[config.mk]
export PLATFORM = sky130hd
export DESIGN_NAME = chu_avalon_audio_stream_flat
export DESIGN_NICKNAME = d
export VERILOG_FILES = /design/src/rtl/chu_avalon_audio_stream_pkg.sv /design/src/rtl/chu_avalon_audio_stream_if.sv /design/src/rtl/chu_avalon_audio_stream_fifo.sv /design/src/rtl/chu_avalon_audio_stream.sv /design/src/flat_wrapper.sv
export SDC_FILE = /design/constraint.sdc
export NUM_CORES = 1
export LEC_CHECK = 0
export ABC_CLOCK_PERIOD_IN_PS = 7000
export CAP_MARGIN = 20
export CORE_ASPECT_RATIO = 2
export CORE_MARGIN = 2
export CORE_UTILIZATION = 34
export CTS_BUF_LIST = sky130_fd_sc_hd__clkbuf_4
export CTS_CLUSTER_SIZE = 12
export DETAILED_ROUTE_END_ITERATION = 8
export PLACE_DENSITY = 0.53
export SYNTH_ARGS = -nofsm -noshare
export SYNTH_HDL_FRONTEND = slang
export SYNTH_SLANG_ARGS = --single-unit
[constraint.sdc]
create_clock -name clk -period 7 [get_ports clk]
set_clock_uncertainty 0.2 [all_clocks]
set_input_delay 2.1 -clock clk [delete_from_list [all_inputs] [get_ports clk]]
set_output_delay 2.1 -clock clk [all_outputs]
set_load 0.01 [all_outputs]
[src/rtl/chu_avalon_audio_stream_pkg.sv]
// Shared constants for the Avalon audio data path: register map and
// CTRL/STATUS bit positions.
package chu_audio_stream_pkg;

    localparam int unsigned AVS_AW = 3;
    localparam int unsigned AVS_DW = 32;

    localparam logic [AVS_AW-1:0] ADDR_STATUS   = 3'd0;
    localparam logic [AVS_AW-1:0] ADDR_CTRL     = 3'd1;
    localparam logic [AVS_AW-1:0] ADDR_THRESH   = 3'd2;
    localparam logic [AVS_AW-1:0] ADDR_DAC_DATA = 3'd3;
    localparam logic [AVS_AW-1:0] ADDR_ADC_DATA = 3'd4;
    localparam logic [AVS_AW-1:0] ADDR_ERR_CLR  = 3'd5;

    localparam int unsigned CTRL_W         = 6;
    localparam int unsigned CTRL_DAC_SRC   = 0;
    localparam int unsigned CTRL_ADC_DST   = 1;
    localparam int unsigned CTRL_DAC_WM_IE = 2;
    localparam int unsigned CTRL_ADC_WM_IE = 3;
    localparam int unsigned CTRL_ERR_IE    = 4;
    localparam int unsigned CTRL_ENABLE    = 5;

    localparam int unsigned ST_DAC_FULL    = 0;
    localparam int unsigned ST_DAC_EMPTY   = 1;
    localparam int unsigned ST_ADC_FULL    = 2;
    localparam int unsigned ST_ADC_EMPTY   = 3;
    localparam int unsigned ST_UNDERRUN    = 4;
    localparam int unsigned ST_OVERRUN     = 5;
    localparam int unsigned ST_DAC_LVL_LSB = 8;
    localparam int unsigned ST_ADC_LVL_LSB = 16;

endpackage

[src/rtl/chu_avalon_audio_stream_if.sv]
// Avalon-MM slave bus bundle for the audio data path.
interface chu_avalon_audio_stream_if;
    import chu_audio_stream_pkg::*;

    logic [AVS_AW-1:0] avs_address;
    logic              avs_chipselect;
    logic              avs_write;
    logic              avs_read;
    logic [AVS_DW-1:0] avs_writedata;
    logic [AVS_DW-1:0] avs_readdata;

    modport master (
        output avs_address, avs_chipselect, avs_write, avs_read, avs_writedata,
        input  avs_readdata
    );

    modport slave (
        input  avs_address, avs_chipselect, avs_write, avs_read, avs_writedata,
        output avs_readdata
    );

endinterface

[src/rtl/chu_avalon_audio_stream_fifo.sv]
// Synchronous FIFO with show-ahead head and fill level; push ignored when
// full, pop ignored when empty.
module chu_audio_fifo #(
    parameter int unsigned DATA_W  = 32,
    parameter int unsigned FIFO_AW = 3
) (
    input  logic              clk,
    input  logic              rst_n,
    input  logic              wr,
    input  logic              rd,
    input  logic [DATA_W-1:0] din,
    output logic [DATA_W-1:0] dout,
    output logic              full,
    output logic              empty,
    output logic [FIFO_AW:0]  level
);
    localparam int unsigned DEPTH = 2 ** FIFO_AW;
    localparam int unsigned LVL_W = FIFO_AW + 1;

    logic [DATA_W-1:0]  mem_q [DEPTH];
    logic [FIFO_AW-1:0] wptr_q, rptr_q;
    logic [LVL_W-1:0]   level_q;
    logic               push_c, pop_c;

    assign full   = (level_q == LVL_W'(DEPTH));
    assign empty  = (level_q == '0);
    assign level  = level_q;
    assign dout   = mem_q[rptr_q];
    assign push_c = wr & ~full;
    assign pop_c  = rd & ~empty;

    always_ff @(posedge clk) begin
        if (!rst_n) begin
            wptr_q  <= '0;
            rptr_q  <= '0;
            level_q <= '0;
        end else begin
            if (push_c) wptr_q <= wptr_q + FIFO_AW'(1);
            if (pop_c)  rptr_q <= rptr_q + FIFO_AW'(1);
            if (push_c && !pop_c)      level_q <= level_q + LVL_W'(1);
            else if (pop_c && !push_c) level_q <= level_q - LVL_W'(1);
        end
    end

    // Storage needs no reset; the pointers define what is valid.
    always_ff @(posedge clk) begin
        if (push_c) mem_q[wptr_q] <= din;
    end

endmodule

[src/rtl/chu_avalon_audio_stream.sv]
// Avalon-MM audio data path: playback and capture FIFOs between CPU/stream
// side and the codec serialiser, with status, watermarks and error irq.
module chu_avalon_audio_stream
    import chu_audio_stream_pkg::*;
#(
    parameter int unsigned DATA_W  = 32,
    parameter int unsigned FIFO_AW = 3
) (
    input  logic                      clk,
    input  logic                      reset_n,
    chu_avalon_audio_stream_if.slave  avs,
    output logic                      irq,
    input  logic                      sample_tick,
    output logic [DATA_W-1:0]         dac_sample,
    input  logic [DATA_W-1:0]         adc_sample,
    input  logic                      strm_dac_wr,
    input  logic [DATA_W-1:0]         strm_dac_data,
    input  logic                      strm_adc_rd,
    output logic [DATA_W-1:0]         strm_adc_data,
    output logic                      strm_dac_full,
    output logic                      strm_adc_empty
);
    localparam int unsigned LVL_W = FIFO_AW + 1;

    logic [CTRL_W-1:0] ctrl_q, ctrl_d;
    logic [7:0]        dac_low_wm_q, dac_low_wm_d, adc_high_wm_q, adc_high_wm_d;
    logic              underrun_q, underrun_d, overrun_q, overrun_d;
    logic [AVS_DW-1:0] readdata_q, readdata_d;
    logic [DATA_W-1:0] dac_sample_q, dac_sample_d;
    logic              irq_q, irq_d;

    logic              bus_wr_c, bus_rd_c, tick_c;
    logic              dac_push_c, adc_pop_c;
    logic [DATA_W-1:0] dac_din_c, dac_head_c, adc_head_c;
    logic              dac_full_c, dac_empty_c, adc_full_c, adc_empty_c;
    logic [LVL_W-1:0]  dac_level_c, adc_level_c;
    logic [AVS_DW-1:0] status_c;

    assign bus_wr_c = avs.avs_chipselect & avs.avs_write;
    assign bus_rd_c = avs.avs_chipselect & avs.avs_read;
    assign tick_c   = sample_tick & ctrl_q[CTRL_ENABLE];

    // Routing: CTRL selects CPU or stream as DAC producer and ADC consumer.
    assign dac_push_c = ctrl_q[CTRL_DAC_SRC] ? strm_dac_wr
                      : (bus_wr_c && avs.avs_address == ADDR_DAC_DATA);
    assign dac_din_c  = ctrl_q[CTRL_DAC_SRC] ? strm_dac_data : DATA_W'(avs.avs_writedata);
    assign adc_pop_c  = ctrl_q[CTRL_ADC_DST] ? strm_adc_rd
                      : (bus_rd_c && avs.avs_address == ADDR_ADC_DATA);

    chu_audio_fifo #(.DATA_W(DATA_W), .FIFO_AW(FIFO_AW)) u_dac_fifo (
        .clk(clk), .rst_n(reset_n), .wr(dac_push_c), .rd(tick_c), .din(dac_din_c),
        .dout(dac_head_c), .full(dac_full_c), .empty(dac_empty_c), .level(dac_level_c)
    );

    chu_audio_fifo #(.DATA_W(DATA_W), .FIFO_AW(FIFO_AW)) u_adc_fifo (
        .clk(clk), .rst_n(reset_n), .wr(tick_c), .rd(adc_pop_c), .din(adc_sample),
        .dout(adc_head_c), .full(adc_full_c), .empty(adc_empty_c), .level(adc_level_c)
    );

    always_comb begin
        status_c                         = '0;
        status_c[ST_DAC_FULL]            = dac_full_c;
        status_c[ST_DAC_EMPTY]           = dac_empty_c;
        status_c[ST_ADC_FULL]            = adc_full_c;
        status_c[ST_ADC_EMPTY]           = adc_empty_c;
        status_c[ST_UNDERRUN]            = underrun_q;
        status_c[ST_OVERRUN]             = overrun_q;
        status_c[ST_DAC_LVL_LSB +: 8]    = 8'(dac_level_c);
        status_c[ST_ADC_LVL_LSB +: 8]    = 8'(adc_level_c);
    end

    always_comb begin
        ctrl_d        = ctrl_q;
        dac_low_wm_d  = dac_low_wm_q;
        adc_high_wm_d = adc_high_wm_q;
        readdata_d    = '0;
        dac_sample_d  = dac_sample_q;

        if (bus_wr_c) begin
            case (avs.avs_address)
                ADDR_CTRL:   ctrl_d = avs.avs_writedata[CTRL_W-1:0];
                ADDR_THRESH: begin
                    dac_low_wm_d  = avs.avs_writedata[7:0];
                    adc_high_wm_d = avs.avs_writedata[15:8];
                end
                default: ;
            endcase
        end

        if (bus_rd_c) begin
            case (avs.avs_address)
                ADDR_STATUS:   readdata_d = status_c;
                ADDR_CTRL:     readdata_d = AVS_DW'(ctrl_q);
                ADDR_THRESH:   readdata_d = AVS_DW'({adc_high_wm_q, dac_low_wm_q});
                ADDR_ADC_DATA: readdata_d = adc_empty_c ? '0 : AVS_DW'(adc_head_c);
                default:       readdata_d = '0;
            endcase
        end

        // Set events beat a simultaneous W1C clear.
        underrun_d = (underrun_q & ~(bus_wr_c && avs.avs_address == ADDR_ERR_CLR
                                     && avs.avs_writedata[ST_UNDERRUN]))
                   | (tick_c & dac_empty_c);
        overrun_d  = (overrun_q & ~(bus_wr_c && avs.avs_address == ADDR_ERR_CLR
                                    && avs.avs_writedata[ST_OVERRUN]))
                   | (tick_c & adc_full_c);

        if (!ctrl_q[CTRL_ENABLE]) dac_sample_d = '0;
        else if (tick_c)          dac_sample_d = dac_empty_c ? '0 : dac_head_c;

        irq_d = (ctrl_q[CTRL_DAC_WM_IE] && (8'(dac_level_c) <= dac_low_wm_q))
              | (ctrl_q[CTRL_ADC_WM_IE] && (8'(adc_level_c) >= adc_high_wm_q))
              | (ctrl_q[CTRL_ERR_IE] && (underrun_q || overrun_q));
    end

    always_ff @(posedge clk) begin
        if (!reset_n) begin
            ctrl_q        <= '0;
            dac_low_wm_q  <= '0;
            adc_high_wm_q <= '0;
            underrun_q    <= 1'b0;
            overrun_q     <= 1'b0;
            readdata_q    <= '0;
            dac_sample_q  <= '0;
            irq_q         <= 1'b0;
        end else begin
            ctrl_q        <= ctrl_d;
            dac_low_wm_q  <= dac_low_wm_d;
            adc_high_wm_q <= adc_high_wm_d;
            underrun_q    <= underrun_d;
            overrun_q     <= overrun_d;
            readdata_q    <= readdata_d;
            dac_sample_q  <= dac_sample_d;
            irq_q         <= irq_d;
        end
    end

    assign avs.avs_readdata = readdata_q;
    assign dac_sample       = dac_sample_q;
    assign irq              = irq_q;
    assign strm_adc_data    = adc_head_c;
    assign strm_dac_full    = dac_full_c;
    assign strm_adc_empty   = adc_empty_c;

endmodule

[src/flat_wrapper.sv]
// flat-port wrapper written by rule: the top's interface ports become plain ports
module chu_avalon_audio_stream_flat import chu_audio_stream_pkg::*;
#(
    parameter int unsigned DATA_W  = 32,
    parameter int unsigned FIFO_AW = 3
)
  (clk, reset_n, irq, sample_tick, dac_sample, adc_sample, strm_dac_wr, strm_dac_data, strm_adc_rd, strm_adc_data, strm_dac_full, strm_adc_empty, avs_avs_address, avs_avs_chipselect, avs_avs_write, avs_avs_read, avs_avs_writedata, avs_avs_readdata);
  chu_avalon_audio_stream_if avs_i ();
  input  logic clk;
  input  logic reset_n;
  output logic irq;
  input  logic sample_tick;
  output logic [DATA_W-1:0] dac_sample;
  input  logic [DATA_W-1:0] adc_sample;
  input  logic strm_dac_wr;
  input  logic [DATA_W-1:0] strm_dac_data;
  input  logic strm_adc_rd;
  output logic [DATA_W-1:0] strm_adc_data;
  output logic strm_dac_full;
  output logic strm_adc_empty;
  input wire logic [$bits(avs_i.avs_address)-1:0] avs_avs_address;
  input wire logic [$bits(avs_i.avs_chipselect)-1:0] avs_avs_chipselect;
  input wire logic [$bits(avs_i.avs_write)-1:0] avs_avs_write;
  input wire logic [$bits(avs_i.avs_read)-1:0] avs_avs_read;
  input wire logic [$bits(avs_i.avs_writedata)-1:0] avs_avs_writedata;
  output wire logic [$bits(avs_i.avs_readdata)-1:0] avs_avs_readdata;
  assign avs_i.avs_address = avs_avs_address;
  assign avs_i.avs_chipselect = avs_avs_chipselect;
  assign avs_i.avs_write = avs_avs_write;
  assign avs_i.avs_read = avs_avs_read;
  assign avs_i.avs_writedata = avs_avs_writedata;
  assign avs_avs_readdata = avs_i.avs_readdata;
  chu_avalon_audio_stream #(.DATA_W(DATA_W), .FIFO_AW(FIFO_AW)) u_core (.clk(clk), .reset_n(reset_n), .avs(avs_i), .irq(irq), .sample_tick(sample_tick), .dac_sample(dac_sample), .adc_sample(adc_sample), .strm_dac_wr(strm_dac_wr), .strm_dac_data(strm_dac_data), .strm_adc_rd(strm_adc_rd), .strm_adc_data(strm_adc_data), .strm_dac_full(strm_dac_full), .strm_adc_empty(strm_adc_empty));
endmodule
# [Word-level counts from Yosys, hierarchy flattened]
# Memory sizes are Yosys's and may differ from the RTL's. A register that Yosys moved wholly into a read port is not among the register bits.
# Index checks and enable logic that the tools add are counted.
[word_totals] word_cells=98 ramBits=512 output_inout_bits=99 mem_count=2 inputBits=107 regBits=109 latchBits=0 mem_bits_ro=0
[classes] div=0 muxes=18 bitwise=21 n_shift=0 n_reduce_logical=26 n_addsub=8 multipliers=0 magnitude_cmp=2 n_eq_ne=7
[memory_table] name="u_core.u_adc_fifo.mem_q" depth=8 word_bits=32 rd=1 rd_ports_with_merged_regs=1 wr=1 line_no="chu_avalon_audio_stream_fifo.sv:20" rtl="logic [DATA_W-1:0] mem_q [DEPTH];"
[memory_table] name="u_core.u_dac_fifo.mem_q" depth=8 word_bits=32 rd=1 rd_ports_with_merged_regs=1 wr=1 line_no="chu_avalon_audio_stream_fifo.sv:20"
[op_table] cell="$pmux 32 s4" count=1
[op_table] cell="$mux 32" count=3
[op_table] cell="$mux 4" count=4
[op_table] cell="$add 3x1->3 const B" count=4
[op_table] cell="$logic_and 1x1->1" count=12
[op_table] cell="$mux 3" count=4
[op_table] cell="$and 1x1->1" count=11
[op_table] cell="$add 4x1->4 const B" count=2
[op_table] cell="$eq 4x4->1 const B" count=2
[op_table] cell="$ge 4x8->1" count=1
[op_table] cell="$le 4x8->1" count=1
[op_table] cell="$logic_not 4->1" count=2
[op_table] cell="$reduce_and 2->1" count=4
[op_table] cell="$sub 4x1->4 const B" count=2
[op_table] cell="$eq 3x2->1 const B" count=2
[op_table] cell="$eq 3x3->1 const B" count=2
[op_table] cell="$mux 1" count=6
[op_table] cell="$not 1->1" count=6
[op_table] cell="$logic_not 1->1" count=4
[op_table] cell="$or 1x1->1" count=4
[op_table] cell="$reduce_bool 2->1" count=2
[op_table] cell="$eq 3x1->1 const B" count=1
[op_table] cell="$logic_not 3->1" count=1
[op_table] cell="$logic_or 1x1->1" count=1

# [Depth between registers and ports, before layout]
[logic_depth] depth_word=8 depth_mapped=11 ltp_nobuf=11

# [Hierarchy]
# Synthesis repeated with hierarchy kept, for this count alone.
[unflattened] cells_unflattened=1330 area_unflattened_um2=24915.1
[by_module_without_submodules] module="chu_audio_fifo" seq_area_each_um2=7947.6 instances=2 cells_each=443 area_each_um2=10457.5
[by_module_without_submodules] module="chu_avalon_audio_stream" seq_area_each_um2=1781.7 instances=1 cells_each=444 area_each_um2=4000.1

# [Least setup slack after synthesis]
# No wires, ideal clock.
[synth_timing] path_kind="in2reg" from="in avs_avs_address[2]" to="mem u_core.u_dac_fifo.mem_q[2][0], enable pin" n_path_buf=0 setup_slack_ns=0.870 path_stages=4 t_arrival_ns=5.462 setup_ns=0.468 required_ns=6.332 path_cell_list="nand3b_1 o31a_1 or3_1 nor3b_1"
[synth_between] elab_chain_len=6
[synth_rtl] item="start: declaration" line_no="flat_wrapper.sv:21" rtl="input wire logic [$bits(avs_i.avs_address)-1:0] avs_avs_address;"
[synth_rtl] item="$eq 3x2->1" line_no="chu_avalon_audio_stream.sv:45" rtl=": (bus_wr_c && avs.avs_address == ADDR_DAC_DATA);"
[synth_rtl] item="$logic_and 1x1->1" line_no="chu_avalon_audio_stream.sv:45"
[synth_rtl] item="$mux 1" line_no="chu_avalon_audio_stream.sv:44" rtl="assign dac_push_c = ctrl_q[CTRL_DAC_SRC] ? strm_dac_wr"
[synth_rtl] item="$and 1x1->1" line_no="chu_avalon_audio_stream_fifo.sv:29" rtl="assign push_c = wr & ~full;"
[synth_rtl] item="$mux 1" line_no="chu_avalon_audio_stream_fifo.sv:47" rtl="if (push_c) mem_q[wptr_q] <= din;"
[synth_rtl] item="$mux 1 (not written as such)" line_no="chu_avalon_audio_stream_fifo.sv:47"
[synth_rtl] item="end: declaration" line_no="chu_avalon_audio_stream_fifo.sv:20"
# No other way between the ends.

==> impl_metrics.ini <==
[grt]
antenna_found_initial = 14
grt_pass1_wl_um = 88860
grt_max_degree = 65
grt_usage_pct = 17.17
grt_remaining_overflow = 0
grt_pass1_vias = 14140

[logic_synthesis]
ys_types = 47
yosysMostFrequentCell = edfxtp_1
synth_top_cell_area_share_pct = 64.23
ys_ff_latch = 627
async_reset_ff_share_pct = 0
synth.cell_area_um2 = 23940
synthTopCellsByCount = edfxtp_1 (512), mux4_2 (128), dfxtp_1 (115)
ys.flop_type = edfxtp_1
synthCells = 1265
synth_area_leaders = edfxtp_1 (64%), mux4_2 (12%), dfxtp_1 (9.6%), mux2_2 (3.0%), mux2i_1 (1.7%)
synth_warnings = 0
synth_edf_count = 512
yosys.area.top_type = edfxtp_1
syn_nets = 1392
syn_area_per_cell_um2 = 18.92
yosysSeqAreaShare_pct = 73.85

[floorplanning]
core_area_um2 = 69770
initial_core_util_pct = 34.31
rows = 137
die_y_um = 379.2
pin_count = 206
die_area_um2 = 72670
fp.dieW_um = 191.6

[route]
vias_per_cell = 4.970
drc = 0
wirelength_um = 60580
drt_first_pass_iters = 4
drtIter0Drc = 705
wire_per_inst_um = 23.25
vias = 12950
antenna_left = 0

[setup_path]
worstPathArrival_ns = 3.44
crit_slowest_cell = dfxtp_4
cp_max_fo = 48
critPathRequiredTime_ns = 4.70
r2r.worst_path.cells = 6
worstSetupStartpointType = register
cp.depth = 4
rr_startpoint = u_core.ctrl_q[0]
path_cells = buf_12 > mux4_2 > mux2_2 > clkdlybuf4s50_1
crit_buf_inv = 2
end_kind = output pin
path_delay_family = multiplexers
cpPeakStageDelay_ns = 0.59
crit_type = register to output pin

[sta]
fmax_mhz = 174.2
finalHoldViolations = 0
setup_viol = 0
tns_ns = 0
slew_violations = 0
hold_slack_ns = 0.2334
period_share_pct = 81.99
period_minus_slack_ns = 5.739
relSlewSlack_pct = 25.42
rsz0062_at_grt = no
worst_pin_slew_ns = 1.115

[clock_network]
cts_hold_buffers = 0
clock_path_buffers = 3
cts_tree = done
clockRootBuffer = clkbuf_4
h-tree-depth = 4
cts.repair.resized = 0
clock_latency_ns = 0.94
cts_setup_buffers = 0
cts.sinks = 627
cts.reportedPaths.clkPinSlew_ns = 0.08
cts-buffers-inserted = 144

[place]
gp_congestion = 0.7629
place_hpwl_um = 39060
portBuffers = 205

[pwr]
irDropWorstVdd_v = 0.0001454
leakagePower_nw = 9.360
p_per_area_nw_per_um2 = 244.9

[outcome]
run_status = finished clean

[cells_and_area]
fillCellCount = 6367
fin_nets = 1709
syn_to_final_growth_pct = 21.57
layout-drive-gt1-share_pct = 28.09

[min_path]
holdCritStartpoint = u_core.dac_sample[23]
holdPathStages = 2
hold_path_class = register to register

[job]
cap_violations = 0
[kinds of logic after synthesis]
family / synth area share, %
AOI/OAI and AO/OA: 2.598
muxes: 16.73
DFF: 73.85
xor gates and xnor gates: 0.2561
and+or+nand+nor: 4.035
adders and majority gates: 1.108
buffers and inverters: 1.427
[worst min-delay path, stage by stage (launching register included)]
cell and delay, ns:
dfxtp_1 0.31, nand2_1 0.05, nand2_1 0.04
[report_power, final]
group          internal (W)  switching, W
clock               0.00150       0.00141
combinational     0.0000845     0.0000963
sequential          0.00403    0.00000604
total               0.00561       0.00151
[layout make-up]
cell class	count	area, um^2	area share [%]
clock inverters	52	287.8	0.9889
clock buffers	210	1577	5.418
flip-flops and latches	627	17690	60.80
multi-input cells	560	6047	20.78
inverters	17	63.81	0.2193
repair buffers	232	2290	7.869
diodes	5	12.51	0.04300
well taps	903	1130	3.883
[stage by stage]
step	setup slack (ns)	utilization, %	power (W)	instance area, um^2	cells
floorplan	0.8702	-	0.004184	23940	1265
global placement	1.406	39.01	0.004300	27220	2338
detailed placement	1.377	39.01	0.004305	27220	2338
CTS	1.042	41.68	0.007249	29080	2600
global route	0.9846	41.71	0.007429	29100	2606
finish	1.261	41.71	0.007126	29100	2606
[state kept, by name, summed over array words and instances, names as in the netlist, named ones only]
register,cells
u_core.u_adc_fifo.rptr_q,3
u_core.u_adc_fifo.mem_q,256
u_core.u_adc_fifo.level,4
u_core.avs.avs_readdata,32
u_core.u_dac_fifo.rptr_q,3
u_core.u_dac_fifo.level,4
u_core.dac_low_wm_q,8
u_core.ctrl_q,6
u_core.u_adc_fifo.wptr_q,3
u_core.overrun_q,1
u_core.dac_sample,32
u_core.underrun_q,1
u_core.irq,1
u_core.u_dac_fifo.wptr_q,3
u_core.u_dac_fifo.mem_q,256
u_core.adc_high_wm_q,8
[per-layer routing]
metal	up-vias	GRT usage (%)	share of wire, %
met4	18	8.258	3.4
met1	6607	18.20	37
met2	434	30.48	53
li1	5763	-	-
met5	-	0	0.19
met3	131	5.520	6.7
[path summary, 6_finish.rpt]
kind | slack (ns) | endpoint
min | 0.23 | u_core.dac_sample[23]
max | 1.26 | strm_adc_data[11]
min reg2reg | 0.23 | u_core.dac_sample[23]
max reg2reg | 3.57 | u_core.u_dac_fifo.mem_q[4][9]
[placed cells by master (no fill, tap or decap), types with 10 or more instances in the layout]
cell               n
dfxtp_1          109
nor2_1            49
mux2i_1           40
and2_1            13
a21oi_1           14
ha_1              18
clkinv_1          34
mux4_2           128
a22o_1            10
mux2_2            64
buf_4             23
clkbuf_4         210
edfxtp_1         512
o21ai_0           15
inv_1             16
a22oi_1           32
clkdlybuf4s50_1  205
nand2_1           92
Note: power is estimated with default switching activity, not from simulation.
